**config.mk**
```make
export PLATFORM = sky130hd
export DESIGN_NAME = mem_arbiter
export DESIGN_NICKNAME = d
export VERILOG_FILES = /design/src/rtl/mem_arbiter.sv
export SDC_FILE = /design/constraint.sdc
export NUM_CORES = 1
export LEC_CHECK = 0
export ABC_CLOCK_PERIOD_IN_PS = 2000
export CAP_MARGIN = 40
export CORE_AREA = 2 2 290 292
export CTS_BUF_LIST = sky130_fd_sc_hd__clkbuf_2
export DETAILED_ROUTE_END_ITERATION = 7
export DIE_AREA = 0 0 292 294
export SYNTH_ARGS = -nofsm -noshare
export SYNTH_HDL_FRONTEND = slang
export SYNTH_SLANG_ARGS = --single-unit
```
**constraint.sdc**
```tcl
create_clock -name CLK -period 2 [get_ports CLK]
set_input_delay 0.2 -clock CLK [delete_from_list [all_inputs] [get_ports CLK]]
set_output_delay 0.2 -clock CLK [all_outputs]
set_load 0.05 [all_outputs]
```
**src/rtl/mem_arbiter.sv**
```systemverilog
// Round-robin arbiter that shares one block-wide main memory between the icache and dcache.
// The winner's address, write data and direction are latched for the whole transfer.
module mem_arbiter #(
  parameter int ADDR_WIDTH  = 28,
  parameter int BLOCK_WIDTH = 128
) (
  input  logic                   CLK,
  input  logic                   RESET,
  input  logic                   I_READ,
  input  logic [ADDR_WIDTH-1:0]  I_ADDRESS,
  output logic [BLOCK_WIDTH-1:0] I_READDATA,
  output logic                   I_BUSYWAIT,
  input  logic                   D_READ,
  input  logic                   D_WRITE,
  input  logic [ADDR_WIDTH-1:0]  D_ADDRESS,
  input  logic [BLOCK_WIDTH-1:0] D_WRITEDATA,
  output logic [BLOCK_WIDTH-1:0] D_READDATA,
  output logic                   D_BUSYWAIT,
  output logic                   MEM_READ,
  output logic                   MEM_WRITE,
  output logic [ADDR_WIDTH-1:0]  MEM_ADDRESS,
  output logic [BLOCK_WIDTH-1:0] MEM_WRITEDATA,
  input  logic [BLOCK_WIDTH-1:0] MEM_READDATA,
  input  logic                   MEM_BUSYWAIT
);

  typedef enum logic [1:0] {IDLE, GRANT_I, GRANT_D} state_t;

  state_t                 state_reg, state_next;
  logic                   last_grant_d_reg, last_grant_d_next;
  logic                   seen_busy_reg, seen_busy_next;
  logic [ADDR_WIDTH-1:0]  lat_addr_reg, lat_addr_next;
  logic [BLOCK_WIDTH-1:0] lat_wdata_reg, lat_wdata_next;
  logic                   lat_write_reg, lat_write_next;

  logic i_req, d_req, in_grant, complete;

  assign i_req    = I_READ;
  assign d_req    = D_READ | D_WRITE;
  assign in_grant = (state_reg != IDLE);
  // Memory must have been seen busy at least once before a low busywait means "done".
  assign complete = in_grant & seen_busy_reg & ~MEM_BUSYWAIT;

  always_ff @(posedge CLK) begin
    if (!RESET) begin
      state_reg        <= IDLE;
      last_grant_d_reg <= 1'b0;
      seen_busy_reg    <= 1'b0;
      lat_addr_reg     <= '0;
      lat_wdata_reg    <= '0;
      lat_write_reg    <= 1'b0;
    end else begin
      state_reg        <= state_next;
      last_grant_d_reg <= last_grant_d_next;
      seen_busy_reg    <= seen_busy_next;
      lat_addr_reg     <= lat_addr_next;
      lat_wdata_reg    <= lat_wdata_next;
      lat_write_reg    <= lat_write_next;
    end
  end

  always_comb begin
    state_next        = state_reg;
    last_grant_d_next = last_grant_d_reg;
    seen_busy_next    = seen_busy_reg;
    lat_addr_next     = lat_addr_reg;
    lat_wdata_next    = lat_wdata_reg;
    lat_write_next    = lat_write_reg;
    case (state_reg)
      IDLE: begin
        // On contention the dcache wins unless it was the one served last.
        if (d_req && (!i_req || !last_grant_d_reg)) begin
          state_next        = GRANT_D;
          last_grant_d_next = 1'b1;
          seen_busy_next    = 1'b0;
          lat_addr_next     = D_ADDRESS;
          lat_wdata_next    = D_WRITEDATA;
          lat_write_next    = D_WRITE;
        end else if (i_req) begin
          state_next        = GRANT_I;
          last_grant_d_next = 1'b0;
          seen_busy_next    = 1'b0;
          lat_addr_next     = I_ADDRESS;
          lat_wdata_next    = '0;
          lat_write_next    = 1'b0;
        end
      end
      GRANT_I, GRANT_D: begin
        if (MEM_BUSYWAIT) seen_busy_next = 1'b1;
        if (complete) state_next = IDLE;
      end
      default: state_next = IDLE;
    endcase
  end

  assign MEM_READ      = in_grant & ~lat_write_reg;
  assign MEM_WRITE     = in_grant & lat_write_reg;
  assign MEM_ADDRESS   = lat_addr_reg;
  assign MEM_WRITEDATA = lat_wdata_reg;

  assign I_BUSYWAIT = i_req & ~((state_reg == GRANT_I) & complete);
  assign D_BUSYWAIT = d_req & ~((state_reg == GRANT_D) & complete);

  assign I_READDATA = ((state_reg == GRANT_I) && complete) ? MEM_READDATA : '0;
  assign D_READDATA = ((state_reg == GRANT_D) && complete && !lat_write_reg) ? MEM_READDATA : '0;

endmodule

```
== Yosys cells after proc, flatten, opt, wreduce, memory -nomap -nowiden ==
Cells that the tools add are included.

* Register bits after elaboration: 161
* Output and inout port bits: 416
* Logic and storage cells: 56

* Equal/unequal tests: 5
* Mux-type cells: 16
* Bitwise logic cells: 13
* Reduce and logical (&&, ||, !) cells: 16

{| class="wikitable"
|+ Operators by type and width
! kind !! count
|-
| 128-bit 2-to-1 mux || 4
|-
| 28-bit 2-to-1 mux || 2
|-
| 1-bit AND || 8
|-
| 2-bit 2-to-1 mux || 3
|-
| 2-bit nonzero test || 3
|-
| 1-bit 2-to-1 mux || 5
|-
| 1-bit logical AND || 4
|-
| 2-bit != test (second input constant) || 2
|-
| 1-bit NOT || 4
|-
| 2-bit one-hot mux with 2 select lines || 1
|-
| 2-bit AND reduction || 2
|-
| 1-bit zero test || 3
|-
| 3-bit != test (second input constant) || 1
|-
| 3-bit AND reduction || 1
|-
| 2-bit by 1-bit equality test with 1-bit output (second input constant) || 1
|-
| 2-bit equality test (second input constant) || 1
|-
| 2-bit zero test || 1
|-
| 1-bit one-hot mux with 2 select lines || 1
|-
| 2-bit OR reduction || 1
|-
| 1-bit logical OR || 1
|-
| 1-bit bitwise OR || 1
|}

== Longest topological paths before layout ==
* Depth in word-level cells: 6
* Mapped depth: 8
* Gate-level depth less buffers: 5

== Worst setup path after synthesis ==
OpenSTA, ideal clock, no wires.

* Path kind: reg2out
* Start: register state_reg[0]
* End: output I_BUSYWAIT
* Arrival time: 2.119 ns
* Required time: 1.800 ns
* Setup slack: -0.319 ns
* Cell stages (with the launch flop): 7
* Cell sequence: dfxtp_1 > inv_1 > ha_1 > buf_2 > nor3b_2 > clkbuf_1 > a21boi_0

* Word-level cells in the longest chain between the ends: 6

{| class="wikitable"
|+ RTL lines
! item !! line !! source
|-
| start: declaration || 29 || <nowiki>state_t state_reg, state_next;</nowiki>
|-
| start signal: assignment || 53 || <nowiki>state_reg <= state_next;</nowiki>
|-
| 2-bit nonzero test || 40 || <nowiki>assign in_grant = (state_reg != IDLE);</nowiki>
|-
| 1-bit AND (2 in series) || 42 || <nowiki>assign complete = in_grant & seen_busy_reg & ~MEM_BUSYWAIT;</nowiki>
|-
| 1-bit AND (*) || 101 || <nowiki>assign I_BUSYWAIT = i_req & ~((state_reg == GRANT_I) & complete);</nowiki>
|-
| 1-bit NOT (*) || 101 ||
|-
| 1-bit AND (*) || 101 ||
|-
| end: declaration || 12 || <nowiki>output logic I_BUSYWAIT,</nowiki>
|}

Every way passes the cells marked *; elsewhere a longest branch is shown, timed or not.

== Worst setup path after layout ==
* Start: register state_reg[1]
* End: output D_READDATA[55]

* Word-level cells in the longest chain between the ends: 6

{| class="wikitable"
|+ RTL lines
! item !! line !! source
|-
| 2-bit nonzero test || 40 ||
|-
| 1-bit AND (2 in series) || 42 ||
|-
| 1-bit logical AND (*) (2 in series) || 105 || <nowiki>assign D_READDATA = ((state_reg == GRANT_D) && complete && !lat_write_reg) ? MEM_READDATA : '0;</nowiki>
|-
| 128-bit 2-to-1 mux (*) || 105 ||
|-
| end: declaration || 17 || <nowiki>output logic [BLOCK_WIDTH-1:0] D_READDATA,</nowiki>
|}

Marks and branches as above.

==> summary.md <==
| Metric | Value |
|---|---|
| Clk sink count | `161` |
| WP data required | `1800 ps` |
| Worst-path fanout max | `8` |
| Total chip power | `around 14 mW` |
| Reg2reg end | `MEM_ADDRESS[18]` |
| Synth Register Bits | `about 160` |
| Largest net degree at the start of global routing | `134` |
| RSZ-0062 raised after global routing | `true` |
| Slew headroom | `0.4596` |
| Initial cell density of the core | `0.09691` |
| Crit Path Class | `reg -> out` |
| Initial drt markers | `a little over 500` |
| Core ar. | `82890 um^2` |
| Largest family of logic cells by synthesized area | `simple AND/OR/NAND/NOR gates` |
| Antenna Violating Nets Remaining | `0` |
| Max clock buf depth | `2` |
| Compound-Gate Fraction of Synth Area | `0.1956` |
| HPWL Detailed | `between 40 and 50 mm` |
| Prevailing post-synth register cell | `dfxtp_1` |
| Min Tclk post-route | `3215 ps` |
| Max H-tree Level | `4` |
| CTS tree | `yes` |
| CP peak stage delay | `about 400 ps` |
| Drt drc | `0` |
| Reg2reg start | `state_reg[0]` |
| Post-Synth Adder-Cell Area | `0.004673` |
| Register-to-Register Path Depth | `7` |
| Place WS | `-266.1 ps` |
| Max Freq | `311.0 MHz` |
| Avg Inst Size Synth | `8.600 um^2` |
| Top delay family on crit path | `simple AND/OR/NAND/NOR gates` |
| Worst-skew pair later-pin latency | `1030 ps` |
| Die Height | `294 um` |
| Max Slew Vio Count | `0` |
| Drt pass-1 iters | `5` |
| Share of layout cells above drive strength 1 | `0.3671` |
| Xor/xnor share of the synthesized area | `0` |
| Die W | `~290 um` |
| Leakage | `approximately 8.8 nW` |
| Vias in the first global route | `11050` |
| Num CTS Buffers | `17` |
| Number of fill cells | `about 8400` |
| Synth unique cells | `28` |
| Critical path capture point type | `primary output` |
| Final Hold Vio Count | `0` |
| Vias/cell | `3.785` |
| Critical Path End | `D_READDATA[55]` |
| Layout area overhead | `190.9%` |
| Full die area | `around 86000 um^2` |
| Failing checks | `setup timing` |
| Worst path most repeated cell | `buf_12` |
| Clock transition at path regs | `280 ps` |
| Setup WS post-layout | `-1215 ps` |
| Row count | `106` |
| Number of flip-flops under the largest register name | `128` |
| Gr usage total | `0.1328` |
| YS warnings | `0` |
| Vias | `~11000` |
| Worst-path cell chain | `inv_2 > ha_4 > or3b_4 > nor3b_4 > buf_6 > buf_12 > buf_16 > and2_2 > buf_12` |
| Fin nets | `2175` |
| Status | `finished, violations left` |
| CP max stage cell | `dfxtp_2` |
| Total of max-cap violations | `0` |
| Slew @ Worst Pin | `810.6 ps` |
| Launch point of the critical path | `state_reg[1]` |
| Mux cell area share after synthesis | `0` |
| Pwr dens | `620.2 nW/um^2` |
| Buffers on Ports | `733` |
| Final setup viols | `around 390` |
| Worst Hold Class | `in -> reg` |
| First-pass GRT wire length | `roughly 80 mm` |
| Async SR Flop Fraction | `0` |
| Gr ovfl total | `0` |
| Post-Syn Instances | `934` |
| Worst ir drop on vdd | `0.6805 mV` |
| Simple-gate area share of the yosys netlist | `0.3358` |
| Syn nets | `1255` |
| Sequential area share after synthesis | `0.4012` |
| Worst setup SP type | `flip-flop` |
| CP Data Arrival Time | `3020 ps` |
| I/O pin count | `734` |
| Routability cong. | `0.8022` |
| Crit path buf inv count | `5` |
| Post-Route WL | `about 64 mm` |
| Root Driver | `clkbuf_2` |
| Cell Area, Synth | `8033 um^2` |
| Post-synth EDFFs | `0` |
| Tcrit/Tclk final | `1.608` |
| Initial antenna violation count | `40` |
| Wire per inst | `21.78 um` |
| R2r setup slk | `-150 ps` |
| Crit. path cell count | `9` |
| Worst clock skew | `50.99 ps` |
[power by group]
| part | switching (mW) | internal (mW) | total [mW] |
|---|---|---|---|
| logic | 4.84 | 3.13 | 7.97 |
| clock network | 1.48 | 0.848 | 2.32 |
| registers | 0.365 | 3.83 | 4.20 |
[layer usage]
metal | vias to the layer above | share of wire | routed length [um] | GRT usage
li1 | 5219 | - | - | -
met1 | 5319 | 0.39 | 25240 | 0.1473
met2 | 557 | 0.51 | 32950 | 0.2359
met3 | 98 | 0.073 | 4692 | 0.04758
met4 | 10 | 0.023 | 1515 | 0.04099
met5 | - | 0.0011 | 73 | 0
[tightest hold or removal path, stage by stage]
cell and delay [ps]:
dlygate4sd3_1 540, buf_4 160, buf_12 180, nor2b_1 170
[what timing repair did]
item                       4_1_cts  5_1_grt
resized for setup               32      255
setup endpoints to repair      416      421
cloned                           0       27
hold endpoints to repair       161        0
pin swaps                       10       18
hold buffers                   190        0
setup buffers                    0        6
[cells in the final DEF, fill, tap and decap left out, drive strengths merged]
cell / instances
clkdlybuf4s50: 447
buf: 361
dlygate4sd3: 190
dfxtp: 161
nor2b: 133
a32oi: 129
and2: 128
and3: 128
nand2: 57
clkbuf: 37
o21ai: 28
a31oi: 28
diode: 14
inv: 8
bufinv: 4
o211ai: 3
a21boi: 3
ha: 3
clkinv: 3
nor3b: 2
nor2: 2
or3b: 1
a21oi: 1
a2bb2oi: 1
o31ai: 1
nor4b: 1
o31a: 1
o2bb2ai: 1
a22oi: 1
a21o: 1
o211a: 1
clkinvlp: 1
[per-stage QoR]
stage / std cells / setup TNS [ps] / util / cell area [um^2] / hold slack [ps]
3_3_place_gp: 2692 / -20620 / 0.2396 / 19860 / 486.3
5_1_grt: 2960 / -471000 / 0.2819 / 23360 / 60.25
4_1_cts: 2913 / -429550 / 0.2669 / 22120 / 31.84
6_report: 2960 / -352300 / 0.2819 / 23360 / 230.5
2_1_floorplan: 934 / -4869 / - / 8335 / 352.5
3_5_place_dp: 2692 / -27430 / 0.2396 / 19860 / 493.9
[cell usage after synthesis, types with 2 or more instances]
master    count  share of area
nand2_1      57          0.027
a31oi_1      28          0.022
nor2_1        2        0.00093
o211ai_1      3         0.0028
dfxtp_1     161           0.40
a32oi_1     129           0.14
clkbuf_2     10         0.0062
and3_1      128           0.10
nor2b_1     133           0.10
nor3b_2       2         0.0031
a21boi_0      3         0.0028
clkbuf_1     74          0.035
o21ai_0      28          0.017
buf_2        32          0.020
and2_1      128           0.10
inv_1         2        0.00093
ha_1          3         0.0047
[cell families after synthesis]
group / count (synthesis)
compound gates: 199
fa+ha+maj: 3
buf+inv: 119
flops: 161
simple gates: 452
[final cells by class]
cell class	instances	area (um^2)	share of cell area
Antenna cell	14	35.03	0.001499
Clock inverter	14	201.4	0.008622
Multi-Input combinational cell	654	5130	0.2196
Sequential cell	161	3244	0.1389
Tap cell	1080	1351	0.05783
Clock buffer	17	85.08	0.003641
Inverter	2	7.507	0.0003213
Timing Repair Buffer	1018	13310	0.5697
[worst min-delay path by stage]
| stage | start | endpoint | slack, ps | depth (start not counted) |
|---|---|---|---|---|
| 2_1_floorplan | D_ADDRESS[20] | MEM_ADDRESS[20] | 350 | 2 |
| 3_3_place_gp | MEM_WRITEDATA[67] | MEM_WRITEDATA[67] | 490 | 2 |
| 3_5_place_dp | MEM_WRITEDATA[26] | MEM_WRITEDATA[26] | 490 | 2 |
| 4_1_cts | D_READ | MEM_ADDRESS[24] | 30 | 5 |
| 5_1_grt | D_ADDRESS[27] | MEM_ADDRESS[27] | 60 | 4 |
| 6_report | RESET | MEM_WRITEDATA[126] | 230 | 4 |
No activity file was read; power rests on OpenSTA's default activity.
